### config.mk
export PLATFORM = sky130hd
export DESIGN_NAME = branch_resolve
export DESIGN_NICKNAME = d
export VERILOG_FILES = /design/src/rtl/branch_resolve_pkg.sv /design/src/rtl/branch_resolve_link_stack.sv /design/src/rtl/branch_resolve.sv
export SDC_FILE = /design/constraint.sdc
export NUM_CORES = 1
export LEC_CHECK = 0
export CORE_ASPECT_RATIO = 1.75
export CORE_MARGIN = 2
export CORE_UTILIZATION = 46
export CTS_CLUSTER_DIAMETER = 100
export DETAILED_ROUTE_END_ITERATION = 10
export PLACE_DENSITY = 0.77
export SETUP_SLACK_MARGIN = 0.05
export SYNTH_ARGS = -nofsm -noshare
export SYNTH_HDL_FRONTEND = slang
export SYNTH_SLANG_ARGS = --single-unit
### constraint.sdc
create_clock -name clk -period 3.03 [get_ports clk]
set_clock_uncertainty 0.2 [all_clocks]
set_input_delay 0.909 -clock clk [delete_from_list [all_inputs] [get_ports clk]]
set_output_delay 0.909 -clock clk [all_outputs]
set_load 0.02 [all_outputs]
### src/rtl/branch_resolve_pkg.sv
// branch_resolve_pkg: branch kinds, PSW flag positions and FSM states shared by the resolve unit.
package branch_resolve_pkg;
  typedef enum logic [3:0] {
    CC_BL  = 4'd0,
    CC_BEQ = 4'd1,
    CC_BNE = 4'd2,
    CC_BC  = 4'd3,
    CC_BNC = 4'd4,
    CC_BN  = 4'd5,
    CC_BGE = 4'd6,
    CC_BLT = 4'd7,
    CC_BRA = 4'd8,
    CC_RET = 4'd9
  } cond_code_e;
  localparam int PSW_C = 0;
  localparam int PSW_Z = 1;
  localparam int PSW_N = 2;
  localparam int PSW_V = 4;
  typedef enum logic {S_IDLE = 1'b0, S_FLUSH = 1'b1} state_e;
endpackage

### src/rtl/branch_resolve_link_stack.sv
// link_stack: circular return-address stack; a push on full overwrites the oldest entry.
module link_stack #(
  parameter int DATA_W   = 16,
  parameter int LR_DEPTH = 4
) (
  input  logic                        clk,
  input  logic                        rst,
  input  logic                        i_push,
  input  logic                        i_pop,
  input  logic [DATA_W-1:0]           i_data,
  output logic [DATA_W-1:0]           o_top,
  output logic [$clog2(LR_DEPTH):0]   o_count,
  output logic                        o_overflow,
  output logic                        o_underflow
);
  localparam int PW = $clog2(LR_DEPTH);
  localparam int CW = PW + 1;
  logic [DATA_W-1:0] r_mem [LR_DEPTH];
  logic [PW-1:0]     r_wp;
  logic [CW-1:0]     r_cnt;
  logic              w_full;
  logic              w_empty;
  assign w_full  = r_cnt == CW'(LR_DEPTH);
  assign w_empty = r_cnt == '0;
  assign o_top   = w_empty ? '0 : r_mem[r_wp - PW'(1)];
  assign o_count = r_cnt;
  always_ff @(posedge clk)
    if (i_push) r_mem[r_wp] <= i_data;
  // r_wp always names the next slot; when full that slot holds the oldest entry
  always_ff @(posedge clk) begin
    if (rst) begin
      r_wp        <= '0;
      r_cnt       <= '0;
      o_overflow  <= 1'b0;
      o_underflow <= 1'b0;
    end else if (i_push) begin
      r_wp       <= r_wp + PW'(1);
      r_cnt      <= w_full ? r_cnt : r_cnt + CW'(1);
      o_overflow <= o_overflow | w_full;
    end else if (i_pop) begin
      r_wp        <= w_empty ? r_wp : r_wp - PW'(1);
      r_cnt       <= w_empty ? r_cnt : r_cnt - CW'(1);
      o_underflow <= o_underflow | w_empty;
    end
  end
endmodule

### src/rtl/branch_resolve.sv
// branch_resolve: resolves conditional branches against the PSW, detects mispredicts,
// drives a fixed-length flush and maintains the BL/RET link stack.
module branch_resolve
  import branch_resolve_pkg::*;
#(
  parameter int DATA_W       = 16,
  parameter int LR_DEPTH     = 4,
  parameter int FLUSH_CYCLES = 2
) (
  input  logic                        clk,
  input  logic                        rst,
  input  logic                        cond_valid_i,
  input  logic [3:0]                  cond_code_i,
  input  logic [DATA_W-1:0]           psw_i,
  input  logic                        predicted_taken_i,
  input  logic [DATA_W-1:0]           target_i,
  input  logic [DATA_W-1:0]           fallthru_i,
  output logic                        mispredict_o,
  output logic [DATA_W-1:0]           redirect_pc_o,
  output logic                        flush_o,
  output logic                        busy_o,
  output logic [DATA_W-1:0]           lr_o,
  output logic [$clog2(LR_DEPTH):0]   lr_count_o,
  output logic                        overflow_o,
  output logic                        underflow_o
);
  localparam int FW = $clog2(FLUSH_CYCLES) + 1;
  state_e            r_state, w_state_nxt;
  logic [FW-1:0]     r_fcnt, w_fcnt_nxt;
  logic              w_acc, w_taken, w_ret_hit, w_mis, w_take_mis, w_unused;
  logic [DATA_W-1:0] w_red;
  logic              w_c, w_z, w_n, w_v;
  assign w_c = psw_i[PSW_C];
  assign w_z = psw_i[PSW_Z];
  assign w_n = psw_i[PSW_N];
  assign w_v = psw_i[PSW_V];
  assign w_unused = &{1'b0, psw_i};
  assign w_acc = cond_valid_i && r_state == S_IDLE;
  assign w_ret_hit = cond_code_i == CC_RET && lr_count_o != '0;
  assign w_taken = (cond_code_i == CC_BL || cond_code_i == CC_BRA) ? 1'b1 :
                   cond_code_i == CC_BEQ ? w_z :
                   cond_code_i == CC_BNE ? !w_z :
                   cond_code_i == CC_BC  ? w_c :
                   cond_code_i == CC_BNC ? !w_c :
                   cond_code_i == CC_BN  ? w_n :
                   cond_code_i == CC_BGE ? w_n == w_v :
                   cond_code_i == CC_BLT ? w_n != w_v : 1'b0;
  // an empty-stack RET falls through to the generic not-taken compare
  assign w_mis = cond_code_i > 4'd9 ? 1'b0 :
                 w_ret_hit ? (!predicted_taken_i || target_i != lr_o) :
                 w_taken != predicted_taken_i;
  assign w_red = w_ret_hit ? lr_o : w_taken ? target_i : fallthru_i;
  assign w_take_mis = w_acc && w_mis;
  link_stack #(.DATA_W(DATA_W), .LR_DEPTH(LR_DEPTH)) u_link_stack (
    .clk         (clk),
    .rst         (rst),
    .i_push      (w_acc && cond_code_i == CC_BL),
    .i_pop       (w_acc && cond_code_i == CC_RET),
    .i_data      (fallthru_i),
    .o_top       (lr_o),
    .o_count     (lr_count_o),
    .o_overflow  (overflow_o),
    .o_underflow (underflow_o)
  );
  always_ff @(posedge clk) begin
    if (rst) begin
      r_state       <= S_IDLE;
      r_fcnt        <= '0;
      mispredict_o  <= 1'b0;
      redirect_pc_o <= '0;
    end else begin
      r_state       <= w_state_nxt;
      r_fcnt        <= w_fcnt_nxt;
      mispredict_o  <= w_take_mis;
      redirect_pc_o <= w_take_mis ? w_red : '0;
    end
  end
  always_comb begin
    w_state_nxt = r_state;
    w_fcnt_nxt  = r_fcnt;
    if (r_state == S_IDLE) begin
      if (w_take_mis) begin
        w_state_nxt = S_FLUSH;
        w_fcnt_nxt  = FW'(FLUSH_CYCLES - 1);
      end
    end else if (r_fcnt == '0) w_state_nxt = S_IDLE;
    else w_fcnt_nxt = r_fcnt - FW'(1);
  end
  assign flush_o = r_state == S_FLUSH;
  assign busy_o  = flush_o;
endmodule

==> impl_metrics.prom, run 1 <==
# TYPE chip_impl_metric gauge
chip_impl_metric{name="timing.final.max_slew_violations",unit=""} 0
chip_impl_info{name="critical_path_class",value="reg2reg"} 1
chip_impl_metric{name="critPathMaxStageDelay",unit="ps"} 390
chip_impl_info{name="cpMostUsedCell",value="buf_12"} 1
chip_impl_metric{name="finish.utilization",unit="%"} 71.5
chip_impl_metric{name="design_area",unit="sq um"} 6500
chip_impl_info{name="reg2reg_from",value="u_link_stack.r_wp[0]"} 1
chip_impl_metric{name="leakagePower",unit="uW"} 0.00247
chip_impl_metric{name="cts-buffers-inserted",unit=""} 9
chip_impl_metric{name="post_drt_wl_per_cell",unit="um"} 19.5
chip_impl_info{name="rsz0062_at_grt",value="yes"} 1
chip_impl_metric{name="route.detailed.vias_per_inst",unit=""} 5.55
chip_impl_metric{name="post_synth_inst_count",unit=""} 332
chip_impl_metric{name="clock_slew_seen_by_the_registers_of_the_worst_setup_and_hold_paths",unit="ps"} 60
chip_impl_metric{name="syn_area_per_cell",unit="sq um"} 13.0
chip_impl_metric{name="place.gp.congestion",unit=""} 0.805
chip_impl_info{name="hold_class",value="reg2reg"} 1
chip_impl_metric{name="yosys.cell_types.count",unit=""} 51
chip_impl_metric{name="start_util",unit="%"} 47.3
chip_impl_metric{name="cp_data_required_time",unit="ps"} 3030
chip_impl_info{name="run_status",value="finished with violations"} 1
chip_impl_metric{name="synth_edf_count",unit=""} 64
chip_impl_info{name="cp_cell_sequence",value="inv_8 -> ha_4 -> buf_12 -> mux4_2 -> buf_6 -> o21ai_2 -> a22oi_2 -> o21ai_1 -> buf_4 -> nand3_2 -> o211a_1 -> o21ai_4 -> buf_12 -> buf_12 -> a211oi_2"} 1
chip_impl_info{name="holdPathEnd",value="u_link_stack.o_underflow"} 1
chip_impl_metric{name="grt_pass1_vias",unit=""} 3581
chip_impl_metric{name="num-nets-final",unit=""} 553
chip_impl_metric{name="tightestPinTransition",unit="ps"} 465
chip_impl_info{name="mostFrequentLayoutCell",value="buf_4"} 1
chip_impl_metric{name="switching_share",unit="%"} 21.9
chip_impl_metric{name="syn2layout_area_growth",unit="%"} 51.3
chip_impl_metric{name="cts_buffer_depth",unit=""} 2
chip_impl_metric{name="die_width",unit="um"} 77.1
chip_impl_info{name="critPathSlowestCell",value="dfxtp_4"} 1
chip_impl_info{name="ctsRootBufferMaster",value="clkbuf_16"} 1
chip_impl_metric{name="reg2reg_slack",unit="ps"} -40
chip_impl_metric{name="reg2regPathDepth",unit=""} 15
chip_impl_metric{name="first_pass_iters",unit=""} 4
chip_impl_metric{name="antenna_left",unit=""} 0
chip_impl_metric{name="place.detailed.hpwl",unit="um"} 8050
chip_impl_metric{name="gr-total-overflow",unit=""} 0
chip_impl_metric{name="synth_sequential_area_ratio",unit="%"} 57.3
chip_impl_info{name="synth_area_leader_cell",value="edfxtp_1"} 1
chip_impl_metric{name="fin_ws",unit="ps"} -40.5
chip_impl_metric{name="critPathArrivalTime",unit="ps"} 3080
chip_impl_metric{name="power.share.clock",unit="%"} 39.8
chip_impl_metric{name="fraction_of_layout_instances_using_a_drive_strength_above_1",unit="%"} 39.5
chip_impl_metric{name="share_seq_of_total_power",unit="%"} 47.7
chip_impl_metric{name="clk-insertion-delay-late",unit="ps"} 340
chip_impl_metric{name="worstPathMaxFanout",unit=""} 7
chip_impl_info{name="synth_flop_cell",value="edfxtp_1"} 1
chip_impl_metric{name="synth-warning-count",unit=""} 0
chip_impl_metric{name="timing.slew.headroom",unit="%"} 69.0
chip_impl_info{name="end_kind",value="register"} 1
chip_impl_metric{name="netlist.area_leader.share",unit="%"} 44.7
chip_impl_metric{name="mappedNetlistNets",unit=""} 394
chip_impl_metric{name="grtUsageTotal",unit="%"} 23.7
chip_impl_metric{name="max_cap_violations",unit=""} 0
chip_impl_info{name="layout.cells.most_common_list",value="66 x buf_4, 65 x clkdlybuf4s50_1, 64 x edfxtp_1, 37 x nor2_1, 25 x dfxtp_1"} 1
chip_impl_metric{name="hold_viol",unit=""} 0
chip_impl_metric{name="min_delay_path_depth",unit=""} 2
chip_impl_metric{name="route.vias.total",unit=""} 3429
chip_impl_metric{name="io_buffer_count",unit=""} 83
chip_impl_metric{name="grt_first_pass_wirelength",unit="um"} 18200
chip_impl_metric{name="p_per_area",unit="nW/um^2"} 434
chip_impl_metric{name="totalWireLength",unit="um"} 12000
chip_impl_info{name="timing.critical_path.from",value="u_link_stack.r_wp[0]"} 1
chip_impl_info{name="timing.critical_path.from_type",value="register"} 1
chip_impl_info{name="tritoncts_clock_tree",value="done"} 1
chip_impl_metric{name="grt_max_degree",unit=""} 33
chip_impl_metric{name="instances_no_fill",unit=""} 618
chip_impl_metric{name="async_reset_ff_share",unit="%"} 0
chip_impl_metric{name="antenna_violations_before_repair",unit=""} 2
chip_impl_metric{name="total_clock_sinks",unit=""} 91
chip_impl_metric{name="design.core.area",unit="sq um"} 9090
chip_impl_metric{name="maxClockFrequency",unit="GHz"} 0.326
chip_impl_metric{name="placed_cells_incl_taps",unit=""} 583
chip_impl_metric{name="layout_min_cycle_time",unit="ps"} 3070
chip_impl_metric{name="place_area",unit="sq um"} 5790
chip_impl_info{name="path_delay_family",value="compound AO/OA/AOI/OAI gates"} 1
chip_impl_metric{name="ir_drop",unit="mV"} 0.296
chip_impl_metric{name="critPathBufInv",unit=""} 6
chip_impl_metric{name="post-place-ws",unit="ps"} -505
chip_impl_metric{name="ios",unit=""} 96
chip_impl_metric{name="ff_latch_count_synth",unit=""} 91
chip_impl_info{name="violations",value="negative setup slack"} 1
chip_impl_info{name="hold_path_startpoint",value="u_link_stack.o_underflow"} 1
chip_impl_metric{name="power.switching",unit="uW"} 619
chip_impl_info{name="synth_top_cells_by_area",value="edfxtp_1 45%, dfxtp_1 13%, mux4_2 5.8%, nor2_1 3.4%, mux4_1 3.1%"} 1
chip_impl_metric{name="synth_area",unit="sq um"} 4300
chip_impl_metric{name="cell_internal_pwr",unit="uW"} 2200
chip_impl_info{name="r2r_end",value="redirect_pc_o[13]"} 1
chip_impl_metric{name="p_comb_share",unit="%"} 12.5
chip_impl_metric{name="cts.htree.levels",unit=""} 3
chip_impl_metric{name="num-fill-cells",unit=""} 636
chip_impl_metric{name="number_of_hold_buffers_added_after_cts",unit=""} 0
chip_impl_metric{name="final.period_utilization",unit="%"} 101
chip_impl_metric{name="drt_iter0_drc",unit=""} 248
chip_impl_metric{name="die_area",unit="sq um"} 10200
chip_impl_metric{name="chipHeight",unit="um"} 132
chip_impl_metric{name="hold_ws",unit="ps"} 283
chip_impl_metric{name="finalSetupViolCount",unit=""} 10
chip_impl_metric{name="floorplan.rows",unit=""} 46
chip_impl_metric{name="route.detailed.drc",unit=""} 0
[sequential cells by signal, indices dropped and copies added, names as in the netlist]
signal / flops
u_link_stack.r_mem: 64
redirect_pc_o: 16
u_link_stack.o_count: 3
r_fcnt: 2
u_link_stack.r_wp: 2
busy_o: 1
mispredict_o: 1
u_link_stack.o_overflow: 1
u_link_stack.o_underflow: 1
[stage by stage]
step / TNS (ps) / total power [uW]
5_1_grt: -1710 / 2920
3_3_place_gp: -6300 / 1670
6_report: -322 / 2820
4_1_cts: -70.2 / 2820
2_1_floorplan: 0 / 1510
3_5_place_dp: -8070 / 1680
[synth_stat cells, types with 3 or more instances]
cell type / n
a211oi_2: 9
mux4_2: 11
dfxtp_1: 27
and3_1: 4
nor3_1: 5
xnor2_1: 12
ha_1: 5
nand4_1: 3
inv_1: 14
a21oi_1: 7
edfxtp_1: 64
nand2_1: 9
a31oi_1: 3
clkbuf_1: 11
nor2_1: 39
nand3_1: 6
buf_2: 3
and2_1: 16
o21ai_0: 8
mux2i_1: 12
mux4_1: 5
a211oi_1: 10
a22oi_1: 7
o21ai_1: 11
[worst max path at each step]
stage                        endpoint  cells past startpoint
floorplan           redirect_pc_o[10]                     15
global placement     redirect_pc_o[0]                     11
detailed placement   redirect_pc_o[0]                     10
CTS                 redirect_pc_o[13]                     15
global route         redirect_pc_o[1]                     14
finish              redirect_pc_o[13]                     15
[layer usage]
metal | GRT usage, % | vias to the layer above | routed length [um] | part of all wire [%]
met5 | 0 | - | 0 | 0
met3 | 5.55 | 34 | 754 | 6.3
met4 | 15.8 | 0 | 544 | 4.5
met2 | 41.4 | 139 | 6560 | 54
li1 | - | 1565 | - | -
met1 | 25.0 | 1691 | 4190 | 35
[cell families (layout without fill, tap and decap cells)]
logic type      after synthesis  count (layout)  share of synthesized area, %
mux                          28              28                          11.6
flops                        91              91                          57.3
fa+ha+maj                     6               6                          1.92
xor+xnor                     15              15                          3.23
buf+inv                      33             197                          3.87
compound gates               67              67                          11.7
simple gates                 92              92                          10.4
other cells                   0               2                             0
[power by group through the flow]
stage / Combinational [uW] / Sequential, uW / Clock [uW]
finish: 353 / 1340 / 1120
global route: 375 / 1350 / 1200
CTS: 336 / 1350 / 1140
detailed placement: 307 / 1370 / 0
global placement: 298 / 1370 / 0
floorplan: 129 / 1380 / 0
[area by class of cell]
class                           instances  area [sq um]  area share (%)
Antenna cell                            2          5.00          0.0769
Clock buffer                           11           253            3.89
Clock inverter                          5          51.3           0.789
Inverter                               15          63.8           0.981
Multi-Input combinational cell        208          1890            29.0
Sequential cell                        91          2470            37.9
Tap cell                              120           150            2.31
Timing Repair Buffer                  166          1630            25.0
[repair_timing]
item	4_1_cts	5_1_grt
setup buffers	10	7
cloned	1	1
resized for setup	132	29
pin swaps	19	6
setup endpoints to repair	35	35
[worst register-to-register path, stage by stage, from the launching register on]
cell and delay, ps:
dfxtp_4 390, inv_8 40, ha_4 330, buf_12 150, mux4_2 320, buf_6 140, o21ai_2 120, a22oi_2 100
o21ai_1 160, buf_4 160, nand3_2 70, o211a_1 270, o21ai_4 180, buf_12 160, buf_12 120, a211oi_2 40
Power figures use the tool's default switching activity.
==> inputs of run 2 (changes only) <==
CORE_UTILIZATION = 51   (was 46)
PLACE_DENSITY = 0.81   (was 0.77)
clock period = 2.85 ns   (was 3.03 ns; I/O delays follow)
==> impl_metrics.prom, run 2 (synthesis gave the netlist of run 1 again) <==
# TYPE chip_impl_metric gauge
chip_impl_metric{name="setup_tns",unit="ps"} -6750
chip_impl_info{name="layout.cells.most_common_list",value="66 x buf_4, 65 x clkdlybuf4s50_1, 64 x edfxtp_1, 38 x nor2_1, 25 x dfxtp_1"} 1
chip_impl_metric{name="chipHeight",unit="um"} 125
chip_impl_metric{name="ios",unit=""} 96
chip_impl_metric{name="cp_data_required_time",unit="ps"} 2860
chip_impl_info{name="mostFrequentLayoutCell",value="buf_4"} 1
chip_impl_metric{name="grt_pass1_vias",unit=""} 3584
chip_impl_metric{name="cts-buffers-inserted",unit=""} 9
chip_impl_metric{name="io_buffer_count",unit=""} 83
chip_impl_metric{name="multi_input_gate_area",unit="sq um"} 1880
chip_impl_info{name="rsz0062_at_grt",value="yes"} 1
chip_impl_info{name="ctsRootBufferMaster",value="clkbuf_16"} 1
chip_impl_metric{name="route.detailed.drc",unit=""} 0
chip_impl_metric{name="hold_ws",unit="ps"} 288
chip_impl_metric{name="antenna_left",unit=""} 0
chip_impl_metric{name="critPathArrivalTime",unit="ps"} 3150
chip_impl_metric{name="first_pass_iters",unit=""} 5
chip_impl_info{name="run_status",value="finished with violations"} 1
chip_impl_metric{name="grt_max_degree",unit=""} 33
chip_impl_metric{name="post_drt_wl_per_cell",unit="um"} 21.8
chip_impl_metric{name="gr-total-overflow",unit=""} 0
chip_impl_metric{name="finish.utilization",unit="%"} 78.1
chip_impl_metric{name="route.detailed.vias_per_inst",unit=""} 6.01
chip_impl_info{name="register_containing_the_most_flip_flops_in_the_final_layout",value="u_link_stack.r_mem"} 1
chip_impl_metric{name="die_area",unit="sq um"} 9210
chip_impl_metric{name="route.vias.total",unit=""} 3546
chip_impl_metric{name="fin_ws",unit="ps"} -297
chip_impl_metric{name="antenna_violations_before_repair",unit=""} 1
chip_impl_metric{name="grt_first_pass_wirelength",unit="um"} 18300
chip_impl_metric{name="design.core.area",unit="sq um"} 8260
chip_impl_metric{name="largest_register_ffs",unit=""} 64
chip_impl_metric{name="num-fill-cells",unit=""} 464
chip_impl_metric{name="max_cap_violations",unit=""} 0
chip_impl_metric{name="p_per_area",unit="nW/um^2"} 451
chip_impl_metric{name="grtUsageTotal",unit="%"} 27.2
chip_impl_metric{name="ff_latch_area",unit="sq um"} 2470
chip_impl_metric{name="tightestPinTransition",unit="ps"} 447
chip_impl_info{name="timing.critical_path.from_type",value="register"} 1
chip_impl_metric{name="fraction_of_layout_instances_using_a_drive_strength_above_1",unit="%"} 39.2
chip_impl_metric{name="num-nets-final",unit=""} 554
chip_impl_info{name="violations",value="negative setup slack"} 1
chip_impl_metric{name="final.period_utilization",unit="%"} 110
chip_impl_metric{name="worstPathMaxFanout",unit=""} 6
chip_impl_info{name="tritoncts_clock_tree",value="done"} 1
chip_impl_metric{name="place.gp.congestion",unit=""} 0.820
chip_impl_info{name="hold_class",value="reg2reg"} 1
chip_impl_metric{name="syn2layout_area_growth",unit="%"} 49.9
chip_impl_metric{name="layout_min_cycle_time",unit="ps"} 3150
chip_impl_metric{name="leakagePower",unit="uW"} 0.00245
chip_impl_info{name="end_kind",value="register"} 1
chip_impl_info{name="critical_path_class",value="reg2reg"} 1
chip_impl_metric{name="number_of_hold_buffers_added_after_cts",unit=""} 0
chip_impl_metric{name="place.detailed.hpwl",unit="um"} 7880
chip_impl_metric{name="reg2reg_slack",unit="ps"} -300
chip_impl_metric{name="total_clock_sinks",unit=""} 91
chip_impl_metric{name="start_util",unit="%"} 52.1
chip_impl_metric{name="die_width",unit="um"} 73.4
chip_impl_metric{name="timing.slew.headroom",unit="%"} 70.2
chip_impl_metric{name="hold_viol",unit=""} 0
chip_impl_metric{name="timing.final.max_slew_violations",unit=""} 0
chip_impl_metric{name="ir_drop",unit="mV"} 0.398
chip_impl_metric{name="maxClockFrequency",unit="GHz"} 0.318
chip_impl_metric{name="totalWireLength",unit="um"} 12900
chip_impl_metric{name="finalSetupViolCount",unit=""} 36
chip_impl_metric{name="clock_slew_seen_by_the_registers_of_the_worst_setup_and_hold_paths",unit="ps"} 60
chip_impl_metric{name="cts_buffer_depth",unit=""} 2
chip_impl_metric{name="drt_iter0_drc",unit=""} 378
chip_impl_metric{name="design_area",unit="sq um"} 6450
chip_impl_metric{name="clk-insertion-delay-late",unit="ps"} 340
chip_impl_metric{name="post-place-ws",unit="ps"} -451
chip_impl_metric{name="place_area",unit="sq um"} 5760
chip_impl_metric{name="floorplan.rows",unit=""} 44
chip_impl_metric{name="cts.htree.levels",unit=""} 3
==> run 2: changes by cell type in the layout (fill, tap and decap cells not counted), sizes merged <==
cell,change
dlymetal6s2s,+1
dlygate4sd2,-1
buf,+2
diode,-1
bufinv,-1
==> run 2: layout make-up <==
class | instances | share of cell area (%)
Antenna cell | 1 | 0.0388
Tap cell | 92 | 1.79
Clock inverter | 4 | 0.408
Multi-Input combinational cell | 208 | 29.1
Inverter | 15 | 0.990
Timing Repair Buffer | 167 | 25.5
Sequential cell | 91 | 38.3
Clock buffer | 12 | 3.82
==> run 2: per-stage QoR <==
| step | cells | power, uW |
|---|---|---|
| 3_3_place_gp | 556 | 1780 |
| 2_1_floorplan | 332 | 1610 |
| 3_5_place_dp | 556 | 1790 |
| 4_1_cts | 585 | 2900 |
| 5_1_grt | 590 | 2990 |
| 6_report | 590 | 2910 |
==> run 2: critical path, stage by stage, from the launching register on <==
cell	delay (ps)
dfxtp_4	390
inv_8	40
ha_4	320
buf_12	140
mux4_2	340
buf_4	170
xnor2_1	170
nand3_1	120
o21ai_2	100
buf_4	140
nand4_1	100
o211a_1	280
o21ai_4	250
buf_6	190
a211oi_2	50
==> run 2: worst paths after layout <==
path / startpoint / to / cells after the start
hold reg to reg: u_link_stack.o_overflow / u_link_stack.o_overflow / 2
setup / recovery: u_link_stack.r_wp[0] / redirect_pc_o[15] / 14
hold / removal: u_link_stack.o_overflow / u_link_stack.o_overflow / 2
setup reg to reg: u_link_stack.r_wp[0] / redirect_pc_o[15] / 14
==> run 2: what timing repair did <==
action,4_1_cts,5_1_grt
pin swaps,14,16
endpoints found under the setup margin,36,37
cloned,1,0
buffers inserted,13,4
gates resized for setup,140,26
==> run 2: where the power goes <==
group	total, uW	internal (uW)	switching [uW]
registers	1430	1430	4.96
clock network	1090	613	481
logic	385	199	186
==> run 2: metal layers <==
layer  track usage [%]  part of all wire [%]
met1              28.4                    33
met2              50.2                    58
met3              6.37                   5.4
met4              10.9                   3.7
met5                 0                     0
==> inputs of run 3 (changes only) <==
CTS_CLUSTER_DIAMETER = 40   (was 100)
==> results of run 3 <==
The final DEF is identical to that of run 2; final timing and power are the same.
